## config.mk

```make
export PLATFORM = sky130hd
export DESIGN_NAME = coin_input_conditioner
export DESIGN_NICKNAME = d
export VERILOG_FILES = /design/src/rtl/coin_input_conditioner.sv
export SDC_FILE = /design/constraint.sdc
export NUM_CORES = 1
export LEC_CHECK = 0
export ABC_AREA = 0
export CAP_MARGIN = 20
export CORE_ASPECT_RATIO = 1.25
export CORE_MARGIN = 5
export CORE_UTILIZATION = 45
export DETAILED_ROUTE_END_ITERATION = 10
export HOLD_SLACK_MARGIN = 0.08
export PLACE_DENSITY_LB_ADDON = 0.08
export SYNTH_ARGS = -nofsm -noshare
export SYNTH_HDL_FRONTEND = slang
export SYNTH_SLANG_ARGS = --single-unit
export TNS_END_PERCENT = 10
```

## constraint.sdc

```tcl
create_clock -name CLOCK_50 -period 5.4 [get_ports CLOCK_50]
set_clock_uncertainty 0.15 [all_clocks]
set_input_delay 1.08 -clock CLOCK_50 [delete_from_list [all_inputs] [get_ports CLOCK_50]]
set_output_delay 1.08 -clock CLOCK_50 [all_outputs]
set_load 0.02 [all_outputs]
```

## src/rtl/coin_input_conditioner.sv

```systemverilog
// rtl/coin_input_conditioner.sv - synchronise, debounce and encode the coin/reset slide switches
// Emits one registered single-cycle event per accepted one-hot press; multi-hot patterns are rejected.
module coin_input_conditioner #(
    parameter int DEBOUNCE_CYCLES = 1_000_000,
    parameter int CNT_W           = 20
) (
    input  logic       CLOCK_50,
    input  logic       RESET,
    input  logic [4:0] SW,
    output logic       coin_valid,
    output logic [2:0] coin_code,
    output logic       error,
    output logic       busy
);

    typedef enum logic [1:0] {IDLE, FIRE, HOLD, ERROR} state_t;

    localparam logic [CNT_W-1:0] CNT_LAST = CNT_W'(DEBOUNCE_CYCLES - 1);

    logic [4:0]       sync1, sync2, candidate, stable;
    logic [CNT_W-1:0] counter;
    state_t           state, next_state;
    logic [2:0]       enc;
    logic             is_zero, is_multi, is_one_hot;

    always_ff @(posedge CLOCK_50 or posedge RESET) begin
        if (RESET) begin
            sync1     <= '0;
            sync2     <= '0;
            candidate <= '0;
            stable    <= '0;
            counter   <= '0;
        end else begin
            sync1 <= SW;
            sync2 <= sync1;
            if (sync2 != candidate) begin
                candidate <= sync2;
                counter   <= '0;
            end else if (counter == CNT_LAST) begin
                stable <= candidate;
            end else begin
                counter <= counter + 1'b1;
            end
        end
    end

    assign is_zero    = (stable == 5'd0);
    assign is_multi   = ((stable & (stable - 5'd1)) != 5'd0);
    assign is_one_hot = !is_zero && !is_multi;

    always_comb begin
        enc = 3'd0;
        case (stable)
            5'b00001: enc = 3'd0;
            5'b00010: enc = 3'd1;
            5'b00100: enc = 3'd2;
            5'b01000: enc = 3'd3;
            5'b10000: enc = 3'd4;
            default:  enc = 3'd0;
        endcase
    end

    always_ff @(posedge CLOCK_50 or posedge RESET) begin
        if (RESET) begin
            state     <= IDLE;
            coin_code <= 3'd0;
        end else begin
            state <= next_state;
            if (state == IDLE && next_state == FIRE)
                coin_code <= enc;
        end
    end

    // A switch has to be fully released (stable == 0) before another event can fire.
    always_comb begin
        next_state = state;
        case (state)
            IDLE: begin
                if (is_one_hot)    next_state = FIRE;
                else if (is_multi) next_state = ERROR;
            end
            FIRE:  next_state = HOLD;
            HOLD: begin
                if (is_zero)       next_state = IDLE;
                else if (is_multi) next_state = ERROR;
            end
            ERROR: begin
                if (is_zero)       next_state = IDLE;
            end
            default: next_state = IDLE;
        endcase
    end

    assign coin_valid = (state == FIRE);
    assign busy       = (state == FIRE) || (state == HOLD);
    assign error      = (state == ERROR);

endmodule

```

==> impl_metrics.toml <==
[place]
port_buffers = 12
dp_hpwl_mm = 2.92
place_inst = 269
gp_routability_congestion = 0.786

[worst_setup_path]
end_kind = "output port"
slowest_delay_ns = 0.60
critPathKind = "reg2out"
crit_family = "buffers and inverters"
critPathSlowestCell = "clkdlybuf4s50_1"
path_buf_inv = 2
crit_arrival_ns = 1.75
crit_path_start_kind = "register"
crit_path_cell_trace = "inv_1 -> ha_1 -> clkdlybuf4s50_1"
path_max_fanout = 7
cp.required_ns = 4.17

[sta]
period_share_pct = 55.2
fmax_mhz = 335
finalSetupTns_ns = 0
slew_viol_final = 0
finalHoldViolations = 0
period_needed_ns = 2.98
slew-limit-headroom_pct = 61.4
rsz0062_at_grt = "no"
worstMarginPinSlew_ns = 0.577
setup_viol = 0

[route]
ant_nets = 0
viasPerCell = 5.69
wl_mm = 4.18
via_count = 1577
drc = 0
wl_per_cell_um = 15.1
drt_iter0_drc = 53
drtPass1Iterations = 4

[synth]
synth_edf_count = 0
synth_top_family_by_area = "simple AND/OR/NAND/NOR gates"
syn_nets = 218
synth-async-reset-ratio_pct = 100
syn_inst = 206
synth_compound_area_share_pct = 10.2
synthSimpleGateAreaFrac_pct = 22.4
synth_fa_ha_area_share_pct = 3.26
synthMuxAreaShare_pct = 6.63
synth_ff_type = "dfrtp_1"
ys_seq_area_share_pct = 50.6
synthesis.area_um2 = 2230
synth.distinct_cells = 42
yosys_warnings = 0
synth_xor_area_share_pct = 3.93
synth_seq_cells = 45
synth.avg_cell_area_um2 = 10.8

[power_and_ir_drop]
irDropWorstVdd_uv = 172
switchingPower_w = 0.000144
p_leak_nw = 1.02
combPwrFrac_pct = 3.9
p_int_w = 0.000447
clock_power_share_pct = 37.6
seq_power_share_pct = 58.5
power.density_nw_per_um2 = 238
switching_share_pct = 24.4

[finish]
fin_nets = 228
fillers = 452
postLayoutCoreUtil_pct = 52.2
area_delta_synth_final_pct = 11.7
most-common-layout-cells = "dfrtp_1 (45), a21oi_1 (18), nand2_1 (14)"
layout_commonest_cell = "dfrtp_1"
layoutNonFillerInstCount = 277
drive_gt1_share_pct = 9.68
diodes = 0

[die]
rows = 28
ioPinCount = 13
die_h_um = 88.7
dieArea_um2 = 6470
die_x_um = 72.9
initial_core_util_pct = 46.7
core_area_um2 = 4760

[clock_tree]
cts_tree = "yes"
cts_setup_buffers = 0
cts_max_path_buffers = 2
cts_root_buf = "clkbuf_8"
ctsResizeCount = 0
insertion_delay_ns = 0.30
path_clk_slew_ns = 0.09
cts_sinks = 45
hold_buffers = 0
htree_levels = 2
numCtsBuffers = 5

[grt]
grt_use_total_pct = 14.4
grt_pass1_vias = 1580
overflow = 0
grt_max_degree = 46
grt_pass1_wl_mm = 7.28
antenna_found_initial = 0

[run]
maxCapViolCount = 0

[outcome]
outcome = "completed"

[min_path]
hp-class = "reg2reg"
[through the flow]
step | setup slack [ns] | hold slack, ns | power, W | area (um2)
final | 2.42 | 0.207 | 0.000591 | 2490
after global routing | 2.31 | 0.228 | 0.000618 | 2490
after CTS | 2.40 | 0.212 | 0.000604 | 2490
after detailed placement | 2.75 | 0.187 | 0.000377 | 2390
after global placement | 2.82 | 0.184 | 0.000375 | 2390
after floorplan | 3.11 | 0.181 | 0.000368 | 2230
[metal layers]
| metal | global-route usage (%) | share of wire (%) | up-vias |
|---|---|---|---|
| li1 | - | - | 768 |
| met1 | 18.9 | 47 | 783 |
| met2 | 22.9 | 48 | 20 |
| met3 | 3.41 | 3.2 | 6 |
| met4 | 5.70 | 1.2 | 0 |
| met5 | 0 | 0 | - |
[layout make-up]
cell class	count	area, um2	share of cell area, %
inverters	8	30.0	1.21
flip-flops and latches	45	1130	45.3
well taps	60	75.1	3.02
clock inverters	3	26.3	1.06
repair buffers	13	128	5.13
multi-input cells	143	1030	41.5
clock buffers	5	68.8	2.77
[synthesized netlist by cell type (2+ instances only)]
| cell type | number | area [um2] |
|---|---|---|
| dfrtp_1 | 45 | 1130 |
| a21oi_1 | 18 | 90.1 |
| nand2_1 | 14 | 52.6 |
| nand3_1 | 12 | 60.1 |
| clkbuf_1 | 10 | 37.5 |
| inv_1 | 8 | 30.0 |
| nor2_1 | 7 | 26.3 |
| nor3_1 | 7 | 35.0 |
| or4_1 | 7 | 52.6 |
| xor2_1 | 7 | 61.3 |
| o21ai_0 | 6 | 30.0 |
| o31ai_1 | 6 | 45.0 |
| ha_1 | 5 | 62.6 |
| mux2_4 | 5 | 75.1 |
| mux2i_1 | 5 | 50.1 |
| nand3b_1 | 4 | 30.0 |
| or3_1 | 4 | 25.0 |
| nand4_1 | 3 | 18.8 |
| nor4_1 | 3 | 18.8 |
| xnor2_1 | 3 | 26.3 |
| and3_1 | 2 | 12.5 |
| mux2_1 | 2 | 22.5 |
| nor4_4 | 2 | 42.5 |
| o21ai_1 | 2 | 10.0 |
| or4b_1 | 2 | 20.0 |
[cells by family (layout without fill, tap and decap cells)]
kind of cell / after synthesis / count (layout)
compound gates: 38 / 38
flops: 45 / 45
fa+ha+maj: 6 / 6
buf+inv: 18 / 29
simple gates: 77 / 77
mux: 12 / 12
xor+xnor: 10 / 10
[power by group through the flow]
| stage | Combinational, W | Sequential [W] | Clock (W) |
|---|---|---|---|
| 4_1_cts | 0.0000240 | 0.000346 | 0.000234 |
| 3_5_place_dp | 0.0000240 | 0.000353 | 0 |
| 3_3_place_gp | 0.0000231 | 0.000352 | 0 |
| 5_1_grt | 0.0000261 | 0.000347 | 0.000245 |
| 2_1_floorplan | 0.0000162 | 0.000352 | 0 |
| 6_report | 0.0000231 | 0.000346 | 0.000222 |
[registers in the layout (all words and copies together) (netlist names)]
signal,count
coin_code,3
sync2,5
counter,20
state,2
candidate,5
stable,5
sync1,5
[path summary, 6_finish.rpt]
| kind | startpoint | to | slack [ns] | cells after the start |
|---|---|---|---|---|
| worst max-delay path | state[1] | busy | 2.42 | 3 |
| worst min-delay path | sync1[0] | sync2[0] | 0.21 | 0 |
| worst max register to register | stable[2] | coin_code[0] | 3.25 | 4 |
| worst min register to register | sync1[0] | sync2[0] | 0.21 | 0 |
| max in group asynchronous | RESET | counter[12] | 3.66 | 3 |
| min in group asynchronous | RESET | sync1[2] | 1.06 | 3 |
Power figures use the tool's default switching activity.
==> RTL change: new RTL, same flow settings <==
Make the reset (`RESET`) synchronous in 2 clocked blocks.
--- a/src/rtl/coin_input_conditioner.sv
+++ b/src/rtl/coin_input_conditioner.sv
@@ -25,3 +25,3 @@
 
-    always_ff @(posedge CLOCK_50 or posedge RESET) begin
+    always_ff @(posedge CLOCK_50) begin
         if (RESET) begin
@@ -62,3 +62,3 @@
 
-    always_ff @(posedge CLOCK_50 or posedge RESET) begin
+    always_ff @(posedge CLOCK_50) begin
         if (RESET) begin
Behaviour: no difference found for any inputs over 10 cycles, from zero or initial values and one cycle with RESET high; that may be too few to reach the edited logic, so the function may still have changed.
==> RTL change against the original RTL <==
  * Sequential cell count did not move
  * Setup slack lost 180 ps
  * Wire length decreased by 2.5%
  * Final area shrank 4.5%
  * Count of clock-buffer cells in the layout did not move
  * Via count rose by 6.7%
  * Die area down 2.4%
  * Synthesized area shrank 2.7%
  * Total power decreased by 4.2%
  * Highest routed layer unchanged
==> RTL change: results (changes against the original RTL) <==
<table>
<tr><th>Metric</th><th>Value</th></tr>
<tr><th colspan="2">Run status</th></tr>
<tr><td>Run status</td><td>completed</td></tr>
<tr><th colspan="2">Detailed routing</th></tr>
<tr><td>Post-DR wirelength/cell</td><td>13.5 um (-11%)</td></tr>
<tr><td>Mean number of vias per cell</td><td>5.55 (-2.5%)</td></tr>
<tr><th colspan="2">Worst setup path</th></tr>
<tr><td>End of the worst register-to-register path</td><td>counter[18]</td></tr>
<tr><td>R2r startpoint</td><td>counter[0]</td></tr>
<tr><td>Largest fanout on the critical path</td><td>31 (+24)</td></tr>
<tr><td>Kind of cell adding the most delay to the critical path</td><td>simple AND/OR/NAND/NOR gates</td></tr>
<tr><td>R2R setup slack</td><td>3230 ps (-20 ps)</td></tr>
<tr><th colspan="2">Final layout</th></tr>
<tr><td>Fill cell instance count of the final layout</td><td>478 (+5.8%)</td></tr>
<tr><td>Non-clk invs</td><td>3 (-5)</td></tr>
<tr><td>Number of buffers outside the clock class in the layout</td><td>12 (-1)</td></tr>
<tr><td>Ratio of cells with drive above 1 in the final layout</td><td>0.0494 (-0.0474)</td></tr>
<tr><th colspan="2">GRT</th></tr>
<tr><td>Global-route total usage across every layer</td><td>0.144 (-0.000205)</td></tr>
<tr><td>Vias in the first global route</td><td>1,626 (+2.9%)</td></tr>
<tr><td>Pin count of the biggest net entering global routing</td><td>32 (-30%)</td></tr>
<tr><th colspan="2">Hold path</th></tr>
<tr><td>Cells on Worst Hold Path</td><td>1 (+1)</td></tr>
<tr><td>Endpoint of the worst hold-timing path</td><td>sync2[3]</td></tr>
<tr><th colspan="2">Placement</th></tr>
<tr><td>Final HPWL DP</td><td>2.91 mm (-0.25%)</td></tr>
<tr><th colspan="2">Power</th></tr>
<tr><td>Leakage power figure</td><td>0.784 nW (-23%)</td></tr>
<tr><td>Sequential logic power</td><td>0.342 mW (-1%)</td></tr>
<tr><td>Power Internal</td><td>0.439 mW (-1.7%)</td></tr>
<tr><th colspan="2">Yosys</th></tr>
<tr><td>Synthesized netlist net count</td><td>250 (+15%)</td></tr>
<tr><td>Main area contributors after synthesis</td><td>sky130_fd_sc_hd__dfxtp_1 42%, sky130_fd_sc_hd__nor2b_1 4.6%, sky130_fd_sc_hd__mux2i_1 4.2%, sky130_fd_sc_hd__a21oi_1 3.5%, sky130_fd_sc_hd__nand3_1 3.5%</td></tr>
<tr><td>XOR/XNOR share of the synthesized area</td><td>0.0566 (+0.0173)</td></tr>
<tr><td>Synthesized-area fraction occupied by ao, oa, aoi and oai cells</td><td>0.105 (+0.00282)</td></tr>
<tr><td>Adder and majority cell fraction of the synthesized area</td><td>0.0335 (+0.000903)</td></tr>
<tr><td>Portion of the post-synthesis area used by sequential elements</td><td>0.416 (-0.0899)</td></tr>
<tr><td>Fraction of registers with async set/reset</td><td>0 (-1.00)</td></tr>
<tr><th colspan="2">Timing</th></tr>
<tr><td>Pin slew with the least headroom to its limit</td><td>905 ps (+328 ps)</td></tr>
</table>
-- RTL change: routing by layer --
layer  GRT usage  vias up  share of wire
met5           0        -              0
met3      0.0379        4          0.022
met1       0.158      802           0.45
met2       0.257       13           0.52
li1            -      863              -
met4      0.0632        0          0.011
-- RTL change: through the flow --
| stage | std cells | area (um2) | hold slack, ps | utilization | worst slack [ps] |
|---|---|---|---|---|---|
| after floorplan | 238 | 2170 | 264 | - | 3160 |
| after detailed placement | 297 | 2300 | 270 | 0.490 | 1890 |
| after CTS | 303 | 2380 | 289 | 0.506 | 2190 |
| after global routing | 303 | 2380 | 312 | 0.506 | 2020 |
| final | 303 | 2380 | 287 | 0.506 | 2230 |
| after global placement | 297 | 2300 | 267 | 0.490 | 1910 |
-- RTL change: worst max-delay path by stage --
stage                              to  startpoint
after floorplan           counter[14]       RESET
after global placement     counter[0]       RESET
after detailed placement   counter[0]       RESET
after CTS                  counter[7]       RESET
after global routing       counter[7]       RESET
final                      counter[7]       RESET
